[src/rtl/nasti_stream_fifo_if.sv]
// NASTI stream channel: valid/ready stream with AXI-Stream style sidebands.
// Every signal is a vector over N_PORT ports.
interface nasti_stream_channel #(
    parameter int N_PORT     = 1,
    parameter int DATA_WIDTH = 64,
    parameter int ID_WIDTH   = 1,
    parameter int DEST_WIDTH = 1,
    parameter int USER_WIDTH = 1
);
    logic [N_PORT-1:0]                   t_valid;
    logic [N_PORT-1:0]                   t_ready;
    logic [N_PORT-1:0][DATA_WIDTH-1:0]   t_data;
    logic [N_PORT-1:0][DATA_WIDTH/8-1:0] t_strb;
    logic [N_PORT-1:0][DATA_WIDTH/8-1:0] t_keep;
    logic [N_PORT-1:0]                   t_last;
    logic [N_PORT-1:0][ID_WIDTH-1:0]     t_id;
    logic [N_PORT-1:0][DEST_WIDTH-1:0]   t_dest;
    logic [N_PORT-1:0][USER_WIDTH-1:0]   t_user;

    modport master (
        output t_valid, t_data, t_strb, t_keep, t_last, t_id, t_dest, t_user,
        input  t_ready
    );

    modport slave (
        input  t_valid, t_data, t_strb, t_keep, t_last, t_id, t_dest, t_user,
        output t_ready
    );
endinterface

[src/rtl/nasti_stream_fifo.sv]
// Single-clock NASTI stream FIFO between the stream mux and a slow sink.
// Define NASTI_STREAM_FIFO_PKT_MODE_EN for store-and-forward packet mode.
module nasti_stream_fifo #(
    parameter int DEPTH      = 16,
    parameter int DATA_WIDTH = 64,
    parameter int ID_WIDTH   = 1,
    parameter int DEST_WIDTH = 1,
    parameter int USER_WIDTH = 1,
    parameter int CNT_WIDTH  = $clog2(DEPTH + 1)
) (
    input  logic                 aclk,
    input  logic                 aresetn,
    nasti_stream_channel.slave   in,
    nasti_stream_channel.master  out,
    output logic [CNT_WIDTH-1:0] count,
    output logic [CNT_WIDTH-1:0] pkt_count,
    output logic                 full,
    output logic                 empty
);
    localparam int PTR_W  = $clog2(DEPTH);
    localparam int STRB_W = DATA_WIDTH / 8;

    typedef struct packed {
        logic [DATA_WIDTH-1:0] data;
        logic [STRB_W-1:0]     strb;
        logic [STRB_W-1:0]     keep;
        logic                  last;
        logic [ID_WIDTH-1:0]   id;
        logic [DEST_WIDTH-1:0] dest;
        logic [USER_WIDTH-1:0] user;
    } entry_t;

    entry_t               mem_q [DEPTH];
    entry_t               wr_entry;
    entry_t               rd_entry;
    logic [PTR_W-1:0]     wptr_q, wptr_d;
    logic [PTR_W-1:0]     rptr_q, rptr_d;
    logic [CNT_WIDTH-1:0] count_q, count_d;
    logic [CNT_WIDTH-1:0] pkt_q, pkt_d;
    logic                 push, pop;
    logic                 out_valid;

    assign full      = (count_q == CNT_WIDTH'(DEPTH));
    assign empty     = (count_q == '0);
    assign count     = count_q;
    assign pkt_count = pkt_q;

    assign in.t_ready[0] = ~full;
    assign push          = in.t_valid[0] & ~full;
    assign pop           = out_valid & out.t_ready[0];

    assign wr_entry = '{
        data: in.t_data[0],
        strb: in.t_strb[0],
        keep: in.t_keep[0],
        last: in.t_last[0],
        id:   in.t_id[0],
        dest: in.t_dest[0],
        user: in.t_user[0]
    };

    assign rd_entry = mem_q[rptr_q];

    assign out.t_valid[0] = out_valid;
    assign out.t_data[0]  = rd_entry.data;
    assign out.t_strb[0]  = rd_entry.strb;
    assign out.t_keep[0]  = rd_entry.keep;
    assign out.t_last[0]  = rd_entry.last;
    assign out.t_id[0]    = rd_entry.id;
    assign out.t_dest[0]  = rd_entry.dest;
    assign out.t_user[0]  = rd_entry.user;

`ifdef NASTI_STREAM_FIFO_PKT_MODE_EN
    logic draining_q, draining_d;

    // A packet started by the full fallback keeps flowing until its last beat.
    always_comb begin
        draining_d = draining_q;
        if (pop) begin
            if (rd_entry.last) begin
                draining_d = 1'b0;
            end else if (full && pkt_q == '0) begin
                draining_d = 1'b1;
            end
        end
    end

    always_ff @(posedge aclk or negedge aresetn) begin
        if (!aresetn) begin
            draining_q <= 1'b0;
        end else begin
            draining_q <= draining_d;
        end
    end

    assign out_valid = ~empty & ((pkt_q != '0) | full | draining_q);
`else
    assign out_valid = ~empty;
`endif

    always_comb begin
        wptr_d  = wptr_q + PTR_W'(push);
        rptr_d  = rptr_q + PTR_W'(pop);
        count_d = count_q + CNT_WIDTH'(push) - CNT_WIDTH'(pop);
        pkt_d   = pkt_q + CNT_WIDTH'(push & in.t_last[0])
                        - CNT_WIDTH'(pop & rd_entry.last);
    end

    always_ff @(posedge aclk or negedge aresetn) begin
        if (!aresetn) begin
            wptr_q  <= '0;
            rptr_q  <= '0;
            count_q <= '0;
            pkt_q   <= '0;
        end else begin
            wptr_q  <= wptr_d;
            rptr_q  <= rptr_d;
            count_q <= count_d;
            pkt_q   <= pkt_d;
        end
    end

    always_ff @(posedge aclk) begin
        if (push) begin
            mem_q[wptr_q] <= wr_entry;
        end
    end
endmodule

[src/flat_wrapper.sv]
// flat-port wrapper written by rule: the top's interface ports become plain ports
module nasti_stream_fifo_flat 
#(
    parameter int DEPTH      = 16,
    parameter int DATA_WIDTH = 64,
    parameter int ID_WIDTH   = 1,
    parameter int DEST_WIDTH = 1,
    parameter int USER_WIDTH = 1,
    parameter int CNT_WIDTH  = $clog2(DEPTH + 1)
)
  (aclk, aresetn, count, pkt_count, full, empty, in_t_valid, in_t_data, in_t_strb, in_t_keep, in_t_last, in_t_id, in_t_dest, in_t_user, in_t_ready, out_t_valid, out_t_data, out_t_strb, out_t_keep, out_t_last, out_t_id, out_t_dest, out_t_user, out_t_ready);
  nasti_stream_channel #(.N_PORT(1), .DATA_WIDTH(DATA_WIDTH), .ID_WIDTH(ID_WIDTH), .DEST_WIDTH(DEST_WIDTH), .USER_WIDTH(USER_WIDTH)) in_i ();
  nasti_stream_channel #(.N_PORT(1), .DATA_WIDTH(DATA_WIDTH), .ID_WIDTH(ID_WIDTH), .DEST_WIDTH(DEST_WIDTH), .USER_WIDTH(USER_WIDTH)) out_i ();
  input  logic aclk;
  input  logic aresetn;
  output logic [CNT_WIDTH-1:0] count;
  output logic [CNT_WIDTH-1:0] pkt_count;
  output logic full;
  output logic empty;
  input wire logic [$bits(in_i.t_valid)-1:0] in_t_valid;
  input wire logic [$bits(in_i.t_data)-1:0] in_t_data;
  input wire logic [$bits(in_i.t_strb)-1:0] in_t_strb;
  input wire logic [$bits(in_i.t_keep)-1:0] in_t_keep;
  input wire logic [$bits(in_i.t_last)-1:0] in_t_last;
  input wire logic [$bits(in_i.t_id)-1:0] in_t_id;
  input wire logic [$bits(in_i.t_dest)-1:0] in_t_dest;
  input wire logic [$bits(in_i.t_user)-1:0] in_t_user;
  output wire logic [$bits(in_i.t_ready)-1:0] in_t_ready;
  output wire logic [$bits(out_i.t_valid)-1:0] out_t_valid;
  output wire logic [$bits(out_i.t_data)-1:0] out_t_data;
  output wire logic [$bits(out_i.t_strb)-1:0] out_t_strb;
  output wire logic [$bits(out_i.t_keep)-1:0] out_t_keep;
  output wire logic [$bits(out_i.t_last)-1:0] out_t_last;
  output wire logic [$bits(out_i.t_id)-1:0] out_t_id;
  output wire logic [$bits(out_i.t_dest)-1:0] out_t_dest;
  output wire logic [$bits(out_i.t_user)-1:0] out_t_user;
  input wire logic [$bits(out_i.t_ready)-1:0] out_t_ready;
  assign in_i.t_valid = in_t_valid;
  assign in_i.t_data = in_t_data;
  assign in_i.t_strb = in_t_strb;
  assign in_i.t_keep = in_t_keep;
  assign in_i.t_last = in_t_last;
  assign in_i.t_id = in_t_id;
  assign in_i.t_dest = in_t_dest;
  assign in_i.t_user = in_t_user;
  assign in_t_ready = in_i.t_ready;
  assign out_t_valid = out_i.t_valid;
  assign out_t_data = out_i.t_data;
  assign out_t_strb = out_i.t_strb;
  assign out_t_keep = out_i.t_keep;
  assign out_t_last = out_i.t_last;
  assign out_t_id = out_i.t_id;
  assign out_t_dest = out_i.t_dest;
  assign out_t_user = out_i.t_user;
  assign out_i.t_ready = out_t_ready;
  nasti_stream_fifo #(.DEPTH(DEPTH), .DATA_WIDTH(DATA_WIDTH), .ID_WIDTH(ID_WIDTH), .DEST_WIDTH(DEST_WIDTH), .USER_WIDTH(USER_WIDTH), .CNT_WIDTH(CNT_WIDTH)) u_core (.aclk(aclk), .aresetn(aresetn), .in(in_i), .out(out_i), .count(count), .pkt_count(pkt_count), .full(full), .empty(empty));
endmodule
[config.mk]
export PLATFORM = sky130hd
export DESIGN_NAME = nasti_stream_fifo_flat
export DESIGN_NICKNAME = d
export VERILOG_FILES = /design/src/rtl/nasti_stream_fifo_if.sv /design/src/rtl/nasti_stream_fifo.sv /design/src/flat_wrapper.sv
export SDC_FILE = /design/constraint.sdc
export NUM_CORES = 1
export LEC_CHECK = 0
export CAP_MARGIN = 0
export CELL_PAD_IN_SITES_DETAIL_PLACEMENT = 0
export CELL_PAD_IN_SITES_GLOBAL_PLACEMENT = 2
export CORE_UTILIZATION = 30
export CTS_CLUSTER_DIAMETER = 150
export DETAILED_ROUTE_END_ITERATION = 7
export PLACE_DENSITY_LB_ADDON = 0.15
export SYNTH_ARGS = -nofsm -noshare
export SYNTH_HDL_FRONTEND = slang
export SYNTH_SLANG_ARGS = --single-unit
[constraint.sdc]
create_clock -name aclk -period 14.87 [get_ports aclk]
set_input_delay 2.2305 -clock aclk [delete_from_list [all_inputs] [get_ports aclk]]
set_output_delay 2.2305 -clock aclk [all_outputs]
set_load 0.02 [all_outputs]
==> summary.md <==
For the number of antenna violations at the first check in global routing, the log shows 16. IR analysis of the VDD net gives a maximum drop of 0.163 mV. The logs give 0.325 for the combinational cell fraction of total power and 186 for the number of top-level pins. STA classifies the critical path startpoint as a flop.

The number of hold-slack violations in the final timing report is 0, and the CTS buffer count is 154. Entering global routing, the biggest net connects 127 pins. Max-cap violations in this run came to 0. For the worst slew slack as a fraction of its limit, the log shows 0.214. TritonCTS built the clock tree.

Terminating pin of the worst hold path: u_core.wptr_q[0]. The number of global-route vias before repair came out at 27200. The tools report the capture point of the worst reg-to-reg path as u_core.pkt_count[4].

The worst register-to-register path begins at u_core.rptr_q[0]. The path type of the worst setup path was flop to primary output. The maximum frequency from static timing analysis was 123 MHz; the first-pass detailed-route iteration total was 5.

The proportion of power drawn by flip-flops and latches came out at 0.383. The fraction of final layout cells with drive strength greater than 1 came out at 0.162. Measured along the y axis, the die boundary spans 420 um. The flow ran to the end, and the final reports show no timing, DRC or antenna violations. The number of cells traversed by the worst register-to-register path is 12, and the overall track demand over capacity in global routing is 0.163. Clock-pin slew of the registers on the worst-case setup and hold paths: 0.06 ns. The fraction of power consumed by the clock network was 0.292.

Total power for the finished layout comes to 12.6 mW. The portion of the clock cycle consumed by the worst path in the final layout is 0.547, and the mean number of vias per cell is 4.89. For this block, the initial DRC count from the detailed router was 1848.

The area added between synthesis and finish works out to 17.6%. Buffers inserted to repair hold after CTS numbered 0. After synthesis the cells add up to 52400 sq um. The tools report the category of the worst setup path capture point as a primary output.

In this run the clock root is driven by a sky130_fd_sc_hd__clkbuf_16. For the initial core utilization, the log shows 0.302. When the netlist entered floorplanning its net count stood at 2620. The final estimated routing congestion in global placement came out at 0.693.

The total overflow left after global routing is 0. Die outline area: 176000 sq um. Yosys mapped the design onto 36 distinct sky130hd cell types.

In this run the most critical hold path is launched from u_core.wptr_q[0]. For this run, design rule violations remaining after detail routing come to 0. The die is 420 um wide.

Setup repair after global routing left no endpoint under its margin. The number of synthesis warnings came out at 0. The register-to-register setup slack was 9.88 ns. The total power density per cell area came out at 205 nW/um^2. The post-CTS resize count is 0, and the latest clock arrival within the worst-skew pair is 0.79 ns. The number of slew-limit violations in the final report was 0.

The core region is 174000 sq um. Data arrives at the worst endpoint at 5.90 ns. The logs give 0 ns for the setup total negative slack and 143000 um for the final wirelength. After the last flow step, the layout net total stands at 2874. In this run the worst path has a maximum fanout of 61.

The run gives 202000 um as the global-route wire length before repair. Row generation in the floorplan step produced 153 rows. Leakage component of the power: 20.1 nW. Fill cells in the final layout number 16200. The logs give 0 for the post-CTS setup buffer count and 4938 for the total placed cells including tap cells. The finished layout holds 5222 standard cells, fillers aside.

The logs give 0.778 for the fraction of the yosys area taken by sequential cells and 71100 um for the half-perimeter wire length of the detailed placement result. Internal power comes to 8.44 mW. The fraction of power spent switching nets is 0.332. The tools report the switching power as 4.20 mW.

Detailed routing inserted a total of 25500 vias. The routed length per instance is 27.4 um. Maximum root-to-sink buffer count: 3. The final critical-path required period works out to 8.13 ns. The count of buffers inserted at the top-level ports came out at 185.

Synthesis inferred 1362 register bits. The count of nets left with antenna violations once routing finished came out at 0. For the pin with the worst max-slew slack, the measured transition is 1.18 ns.

Between clock sinks in the finished design, the worst skew comes to 0.0371 ns. The worst hold path belongs to the class flop to flop. The logs give 4 for the number of levels the H-tree was split into and 2515 for the post-synthesis cell count. Hold path depth: 1. In the final layout, flip-flops and latches occupy 40800 sq um. The logs give 0 for the total setup violations reported at the end of the flow and 1362 for the total clock sinks. At the worst endpoint, the required time is 12.64 ns.

Synthesized area divided by synthesized cell count: 20.9 sq um. Area taken by multi-input logic gates: 10700 sq um.
stage by stage:
| stage | util | setup WS (ns) | hold WS, ns | instance area, sq um |
|---|---|---|---|---|
| floorplan | - | 5.93 | 0.480 | 52400 |
| global placement | 0.327 | 7.54 | 0.547 | 56800 |
| detailed placement | 0.327 | 7.49 | 0.571 | 56800 |
| CTS | 0.355 | 6.60 | 0.587 | 61700 |
| global route | 0.355 | 6.40 | 0.612 | 61700 |
| finish | 0.355 | 6.74 | 0.581 | 61700 |
kinds of logic (layout without fill, tap and decap cells):
family,Yosys count,count (layout),share of synthesized area
mux,503,503,0.137
compound gates,343,343,0.0489
fa+ha+maj,17,17,0.00434
simple gates,116,116,0.00935
buf+inv,162,541,0.0207
xor+xnor,12,12,0.00200
flops,1362,1362,0.778
other cells,0,3,0
registers in the layout, summed over array words and instances (netlist names):
| signal | cells |
|---|---|
| u_core.count | 5 |
| u_core.rptr_q | 4 |
| u_core.wptr_q | 4 |
| u_core.mem_q | 1344 |
| u_core.pkt_count | 5 |
Yosys cell counts, drive strengths merged:
library cell  instances  share of area
a211oi                2        0.00029
a21o                  3        0.00043
a21oi                 5        0.00048
a221oi              166          0.028
a22oi                83          0.012
and2                  3        0.00041
buf                  95          0.016
clkbuf               48         0.0035
dfrtp                18         0.0086
edfxtp             1344           0.77
fa                    2        0.00076
ha                   15         0.0036
inv                  19         0.0014
mux2i               333          0.064
mux4                170          0.073
nand2                86         0.0062
nand2b                2        0.00024
nand3                 2        0.00019
nand3b                2        0.00029
nand4                 1        0.00012
nand4b                1        0.00017
nor2                 12        0.00086
nor2b                 2        0.00029
nor3                  4        0.00048
o21ai                83         0.0079
o21bai                1        0.00014
or3b                  1        0.00017
xnor2                 7         0.0012
xor2                  5        0.00084
metal layers:
layer,vias up,share of wire,routed length [um],global-route usage
met5,-,0.00031,45,0
met4,8,0.020,2840,0.0437
met3,205,0.038,5500,0.0273
met2,523,0.50,71900,0.279
met1,13700,0.44,63000,0.213
li1,11100,-,-,-
critical path, stage by stage, from the launching register on:
cell and delay, ns:
sky130_fd_sc_hd__dfrtp_4 1.04, sky130_fd_sc_hd__and2_4 0.85, sky130_fd_sc_hd__buf_4 0.89, sky130_fd_sc_hd__buf_4 0.93, sky130_fd_sc_hd__a221oi_1 0.22, sky130_fd_sc_hd__a22oi_1 0.23
sky130_fd_sc_hd__nand2_1 0.21, sky130_fd_sc_hd__clkdlybuf4s50_1 0.62
power by group through the flow:
stage	clock, mW	combinational, mW	sequential, mW
final	3.69	4.10	4.84
after global routing	3.94	4.42	4.88
after CTS	3.80	4.25	4.85
after detailed placement	0	4.24	4.93
after global placement	0	4.22	4.91
after floorplan	0	2.69	4.84
final cells by class:
cell class / count / area share
Sequential cell: 1362 / 0.662
Multi-Input combinational cell: 991 / 0.173
Clock buffer: 192 / 0.0672
Tap cell: 2325 / 0.0472
Timing Repair Buffer: 241 / 0.0372
Clock inverter: 89 / 0.0125
Inverter: 19 / 0.00120
Antenna cell: 3 / 0.000122
how the worst max path moves through the flow:
stage                                start            endpoint  slack (ns)
final                     u_core.rptr_q[1]       out_t_keep[3]        6.74
after global routing      u_core.rptr_q[1]       out_t_keep[3]        6.40
after CTS                 u_core.rptr_q[1]       out_t_keep[3]        6.60
after detailed placement  u_core.rptr_q[1]       out_t_keep[3]        7.49
after global placement    u_core.rptr_q[1]       out_t_keep[3]        7.54
after floorplan                 in_t_valid  u_core.mem_q[2][0]        5.93
cells in the final DEF, fill, tap and decap left out, types with 3 or more instances in the layout:
| cell | synthesis | routed |
|---|---|---|
| sky130_fd_sc_hd__edfxtp_1 | 1344 | 1344 |
| sky130_fd_sc_hd__mux2i_1 | 333 | 333 |
| sky130_fd_sc_hd__clkdlybuf4s50_1 | 0 | 185 |
| sky130_fd_sc_hd__mux4_2 | 170 | 170 |
| sky130_fd_sc_hd__a221oi_1 | 166 | 166 |
| sky130_fd_sc_hd__clkbuf_16 | 0 | 159 |
| sky130_fd_sc_hd__nand2_1 | 86 | 86 |
| sky130_fd_sc_hd__a22oi_1 | 83 | 83 |
| sky130_fd_sc_hd__o21ai_0 | 83 | 83 |
| sky130_fd_sc_hd__buf_4 | 21 | 54 |
| sky130_fd_sc_hd__clkinv_1 | 0 | 33 |
| sky130_fd_sc_hd__clkinv_2 | 0 | 29 |
| sky130_fd_sc_hd__clkbuf_1 | 47 | 29 |
| sky130_fd_sc_hd__inv_1 | 19 | 18 |
| sky130_fd_sc_hd__ha_1 | 15 | 15 |
| sky130_fd_sc_hd__dfrtp_1 | 18 | 14 |
| sky130_fd_sc_hd__nor2_4 | 0 | 12 |
| sky130_fd_sc_hd__bufinv_16 | 0 | 12 |
| sky130_fd_sc_hd__xnor2_1 | 7 | 7 |
| sky130_fd_sc_hd__inv_6 | 0 | 7 |
| sky130_fd_sc_hd__a21oi_1 | 5 | 5 |
| sky130_fd_sc_hd__xor2_1 | 5 | 5 |
| sky130_fd_sc_hd__clkinvlp_4 | 0 | 5 |
| sky130_fd_sc_hd__clkbuf_8 | 0 | 4 |
| sky130_fd_sc_hd__dfrtp_4 | 0 | 4 |
| sky130_fd_sc_hd__diode_2 | 0 | 3 |
| sky130_fd_sc_hd__a21o_1 | 3 | 3 |
| sky130_fd_sc_hd__nor3_2 | 1 | 3 |
Note: power is estimated with default switching activity, not from simulation.
